--- src/rtl/mem_req_queue.sv ---
// rtl/mem_req_queue.sv - request FIFO feeding the memory controller Valid/RW/ready handshake
module mem_req_queue #(
  parameter int WIDTH   = 32,
  parameter int ADWIDTH = 16,
  parameter int DEPTH   = 4,
  parameter int TIMEOUT = 64
) (
  input  logic                         clk,
  input  logic                         reset,
  input  logic                         req_valid,
  input  logic                         req_rw,
  input  logic [ADWIDTH-1:0]           req_addr,
  input  logic [WIDTH-1:0]             req_wdata,
  output logic                         req_ready,
  output logic                         resp_valid,
  output logic                         resp_rw,
  output logic [WIDTH-1:0]             resp_data,
  output logic                         resp_err,
  output logic                         mc_valid,
  output logic                         mc_rw,
  output logic [ADWIDTH-1:0]           mc_addr,
  output logic [WIDTH-1:0]             mc_wdata,
  input  logic [WIDTH-1:0]             mc_rdata,
  input  logic                         mc_ready,
  output logic [$clog2(DEPTH):0]       count,
  output logic                         busy,
  output logic                         timeout_err
);

  localparam int PW = $clog2(DEPTH);
  localparam int CW = PW + 1;
  localparam int TW = (TIMEOUT > 1) ? $clog2(TIMEOUT) : 1;
  localparam logic [TW-1:0] T_LAST = TW'(TIMEOUT - 1);

  typedef enum logic [2:0] {S_IDLE, S_REQ, S_WAIT, S_ERR, S_RELEASE} state_t;

  state_t              state, state_next;
  logic [TW-1:0]       timer;
  logic                timer_clr, timer_inc;
  logic [PW-1:0]       wr_ptr, rd_ptr;
  logic                push, pop;

  logic                fifo_rw    [DEPTH];
  logic [ADWIDTH-1:0]  fifo_addr  [DEPTH];
  logic [WIDTH-1:0]    fifo_wdata [DEPTH];

  assign req_ready = (count < CW'(DEPTH));
  assign push      = req_valid && req_ready;
  assign pop       = (state == S_IDLE) && (count != '0);
  assign busy      = (state != S_IDLE) || (count != '0);

  // mc_ready seen high in REQ is stale: only its fall marks acceptance
  always_comb begin
    state_next = state;
    timer_clr  = 1'b0;
    timer_inc  = 1'b0;
    case (state)
      S_IDLE: begin
        if (count != '0) begin
          state_next = S_REQ;
          timer_clr  = 1'b1;
        end
      end
      S_REQ: begin
        if (!mc_ready) begin
          state_next = S_WAIT;
          timer_clr  = 1'b1;
        end else if (timer == T_LAST) begin
          state_next = S_ERR;
        end else begin
          timer_inc = 1'b1;
        end
      end
      S_WAIT: begin
        if (mc_ready) begin
          state_next = S_RELEASE;
        end else if (timer == T_LAST) begin
          state_next = S_ERR;
        end else begin
          timer_inc = 1'b1;
        end
      end
      S_ERR:     state_next = S_RELEASE;
      S_RELEASE: state_next = S_IDLE;
      default:   state_next = S_IDLE;
    endcase
  end

  always_ff @(posedge clk) begin
    if (reset) begin
      state       <= S_IDLE;
      timer       <= '0;
      wr_ptr      <= '0;
      rd_ptr      <= '0;
      count       <= '0;
      mc_valid    <= 1'b0;
      mc_rw       <= 1'b0;
      mc_addr     <= '0;
      mc_wdata    <= '0;
      resp_valid  <= 1'b0;
      resp_rw     <= 1'b0;
      resp_data   <= '0;
      resp_err    <= 1'b0;
      timeout_err <= 1'b0;
    end else begin
      state <= state_next;
      if (timer_clr) timer <= '0;
      else if (timer_inc) timer <= timer + 1'b1;

      if (push) begin
        fifo_rw[wr_ptr]    <= req_rw;
        fifo_addr[wr_ptr]  <= req_addr;
        fifo_wdata[wr_ptr] <= req_wdata;
        wr_ptr             <= wr_ptr + 1'b1;
      end
      if (pop) begin
        mc_rw    <= fifo_rw[rd_ptr];
        mc_addr  <= fifo_addr[rd_ptr];
        mc_wdata <= fifo_wdata[rd_ptr];
        rd_ptr   <= rd_ptr + 1'b1;
      end
      case ({push, pop})
        2'b10:   count <= count + 1'b1;
        2'b01:   count <= count - 1'b1;
        default: count <= count;
      endcase

      // the request is withdrawn as soon as it completes or is aborted
      mc_valid <= (state_next == S_REQ) || (state_next == S_WAIT);

      resp_valid <= 1'b0;
      resp_err   <= 1'b0;
      if (state == S_WAIT && mc_ready) begin
        resp_valid <= 1'b1;
        resp_rw    <= mc_rw;
        resp_data  <= mc_rw ? mc_rdata : '0;
      end else if (state == S_ERR) begin
        resp_valid  <= 1'b1;
        resp_rw     <= mc_rw;
        resp_data   <= '0;
        resp_err    <= 1'b1;
        timeout_err <= 1'b1;
      end
    end
  end

endmodule

--- config.mk ---
export PLATFORM = sky130hd
export DESIGN_NAME = mem_req_queue
export DESIGN_NICKNAME = d
export VERILOG_FILES = /design/src/rtl/mem_req_queue.sv
export SDC_FILE = /design/constraint.sdc
export NUM_CORES = 1
export LEC_CHECK = 0
export ABC_AREA = 1
export BUFFER_PORTS_ARGS = -buffer_cell sky130_fd_sc_hd__clkbuf_2
export CAP_MARGIN = 20
export CORE_MARGIN = 1.5
export CORE_UTILIZATION = 49
export DETAILED_ROUTE_END_ITERATION = 8
export GPL_ROUTABILITY_DRIVEN = 0
export PLACE_DENSITY = 0.73
export SETUP_SLACK_MARGIN = 0.2
export SLEW_MARGIN = 20
export SYNTH_ARGS = -nofsm -noshare
export SYNTH_HDL_FRONTEND = slang
export SYNTH_SLANG_ARGS = --single-unit
--- constraint.sdc ---
create_clock -name clk -period 3.1 [get_ports clk]
set_input_delay 0.31 -clock clk [delete_from_list [all_inputs] [get_ports clk]]
set_output_delay 0.31 -clock clk [all_outputs]
set_load 0.005 [all_outputs]
==> impl_results.md <==
* Vias at 7944
* DR iter-0 viols at 525
* Clock root buffer: clkbuf_16
* Reg2Reg Depth at 7
* Startpoint types: flip-flop
* WP data arrival at 2.68 ns
* Commonest cells after routing, fill and taps aside: nor2_1 (216), edfxtp_1 (196), clkbuf_2 (175)
* Critical Path, Cell by Cell: nor2_4 -> nand2_2 -> nor2_4 -> buf_4 -> buf_4 -> o21ai_0 -> a31oi_1
* Critical Path Max Stage Delay at 0.55 ns
* Clk_lat worst skew at 0.57 ns
* Critical path fanouts, max at 67
* Crit path max-delay cell type: buf_4
* Final instance area at 0.0138 mm²
* RSZ-0062 raised after global routing: false
* Most common cell after layout, fill and taps aside: nor2_1
* Cts bufs inserted at 30
* Placed cell area at approximately 0.012 mm²
* CTS tree: built
* DP Worst Slack at 0.969 ns
* Worst Max-Slew Pin Slew at 1.08 ns
* Gr busiest metal: met2
* CP Capture Type: flip-flop
* Worst hold slack at around 0.018 ns
* Status: finished, final reports clean
* CP Class: flip-flop to flip-flop
* Final Max Tran Viols at 0
* GR Util met2 at between 30 and 40%
* Die ar. at between 0.02 and 0.025 mm²
* CTS sink count at 298
* Via-per-instance ratio at 5.28
* Share of layout cells above drive strength 1 at 21.0%
* GR Util All Layers at 20.7%
* Synth Register Bits at 298
* Clk slew on worst S/H paths at 0.06 ns
* Worst setup margin at 0.909 ns
* Minimum clock period at around 2.2 ns
* Leak Pwr at 0.00520 µW
* Final ANT Viol Nets at 0
* Final Cycle Share at 70.7%
* Residual DRC at 0
* # rows at 54
* Largest net degree at the start of global routing at between 60 and 70
* Max VDD drop at roughly 0.00050 V
* Met1 Use GR at 26.4%
* Setup Viol. Count Final at 0
* Wire per inst at between 15 and 20 µm
* Postcts setup bufs at 0
* Grt ovf at 0
* Antenna violations before repair at 2
* Area delta synth->final at 23.6%
* Worst path required time at 3.59 ns
* WL final at between 20000 and 25000 µm
* Final-stage net count at 1291
* PwrDens at around 800 mW/mm²
* Highest clock rate at 0.456 GHz
* Avg Inst Size Synth at 11.3 µm²
* Pre-Repair DR Iteration Count at 5
* Util after Layout at 62.5%
* Unique masters post-synth at 28
* Final hold vios at 0
* WHS Path Cells at 3
* Hpwl dp at 14400 µm
* Core ar. at approximately 0.022 mm²
* MaxCap Viol Count at 0
* Met3 Resource Use GR at 4.68%
* Slew HR at 28.2%
* Layout fillers at 1670
* Netlist Area Pre-Place at around 0.011 mm²
* Hold Path Class: primary input to flip-flop
* Vias in the first global route at approximately 7600
* Die W at 154 µm
* Cells after synthesis at roughly 980
* H-tree depth at 1
* Synth Net Count at between 1000 and 1500
* Yosys Warn Count at 0
* Initial Util at 50.5%
* Clk buf depth at 3
* Port bufs at 175
* Die H at 154 µm
* Layout Skew at 0.0238 ns
* IO Pins at 176
* Sequential share of the synthesized area at 71.2%
* Global-route wire length before repair at 39000 µm
-- timing repair --
| item | in CTS | in global routing |
|---|---|---|
| resized for setup | 0 | 0 |
| setup endpoints to repair | 0 | 0 |
| hold buffers | 53 | 0 |
| endpoints found under the hold margin | 200 | 0 |
-- metal layers --
layer	vias to the layer above	part of all wire (%)
met1	3740	43
met5	-	0
met2	266	48
met3	42	6.8
li1	3896	-
met4	0	1.9
-- worst max-delay path: cells and delay by family, from the launching register on --
family,cells,cell delay (ns)
buffers and inverters,2,1.03
and+or+nand+nor,3,0.36
AOI/OAI and AO/OA,2,0.36
DFF,1,0.35
-- power by group --
part	internal (µW)	switching [µW]	total [µW]
Combinational	870	1620	2490
Sequential	4680	337	5010
Clock	2040	1440	3480
Total	7580	3400	11000
-- cells by family after synthesis --
group	synth area share, %
AO/OA/AOI/OAI	11.9
XOR/XNOR	0.0787
adder cells (fa/ha/maj)	0.854
buffers and inverters	3.66
flip-flops	71.2
AND/OR/NAND/NOR	12.3
-- Yosys cell counts --
library cell	number	area share, %
fa_1	1	0.18
buf_6	3	0.30
or2_0	1	0.056
a31oi_1	49	2.8
inv_1	25	0.84
nor2_1	220	7.4
nor2_4	4	0.40
a21oi_1	46	2.1
buf_1	1	0.034
dfxtp_1	102	18
clkbuf_1	32	1.1
nand4_1	1	0.056
buf_4	4	0.27
edfxtp_1	196	53
nand3_1	41	1.8
nand2_1	61	2.1
nor3_2	1	0.090
nand3_2	1	0.090
clkinv_1	1	0.034
o21ai_1	32	1.4
xnor2_1	1	0.079
nor3_1	1	0.045
ha_1	6	0.67
inv_2	2	0.067
buf_2	23	1.0
nor3_4	1	0.15
o21ai_0	125	5.6
nand2_2	2	0.11
-- path summary, 6_finish.rpt --
check | startpoint | end | slack (ns)
worst max-delay path | state[0]$_SDFF_PP0_ | mc_addr[11]$_SDFFE_PP0P_ | 0.91
worst min register to register | resp_data[30]$_SDFFE_PP0P_ | resp_data[30]$_SDFFE_PP0P_ | 0.46
worst max register to register | state[0]$_SDFF_PP0_ | mc_addr[11]$_SDFFE_PP0P_ | 0.91
worst min-delay path | mc_rdata[28] | resp_data[28]$_SDFFE_PP0P_ | 0.02
-- per-stage QoR --
stage	power (µW)	cells	TNS, ns
6_report	11000	1504	0
5_1_grt	11600	1504	0
4_1_cts	11100	1502	0
3_5_place_dp	7520	1394	0
3_3_place_gp	7450	1394	0
2_1_floorplan	6700	983	-21.81
-- sequential cells by signal, indices dropped and copies added, names as in the netlist, 2 cells and up --
| name | count |
|---|---|
| fifo_wdata | 128 |
| fifo_addr | 64 |
| mc_wdata | 32 |
| resp_data | 32 |
| mc_addr | 16 |
| timer | 6 |
| fifo_rw | 4 |
| count | 3 |
| state | 3 |
| rd_ptr | 2 |
| wr_ptr | 2 |
-- layout make-up --
cell class	instances	area, µm²	share of cell area [%]
tap	280	350	2.55
multi-input combinational	594	2830	20.5
clock buffer	50	927	6.74
clock inverter	5	53.8	0.391
sequential	298	7930	57.6
inverter	28	105	0.764
timing repair buffer	247	1560	11.3
antenna	2	5.00	0.0364
Power figures use the tool's default switching activity.
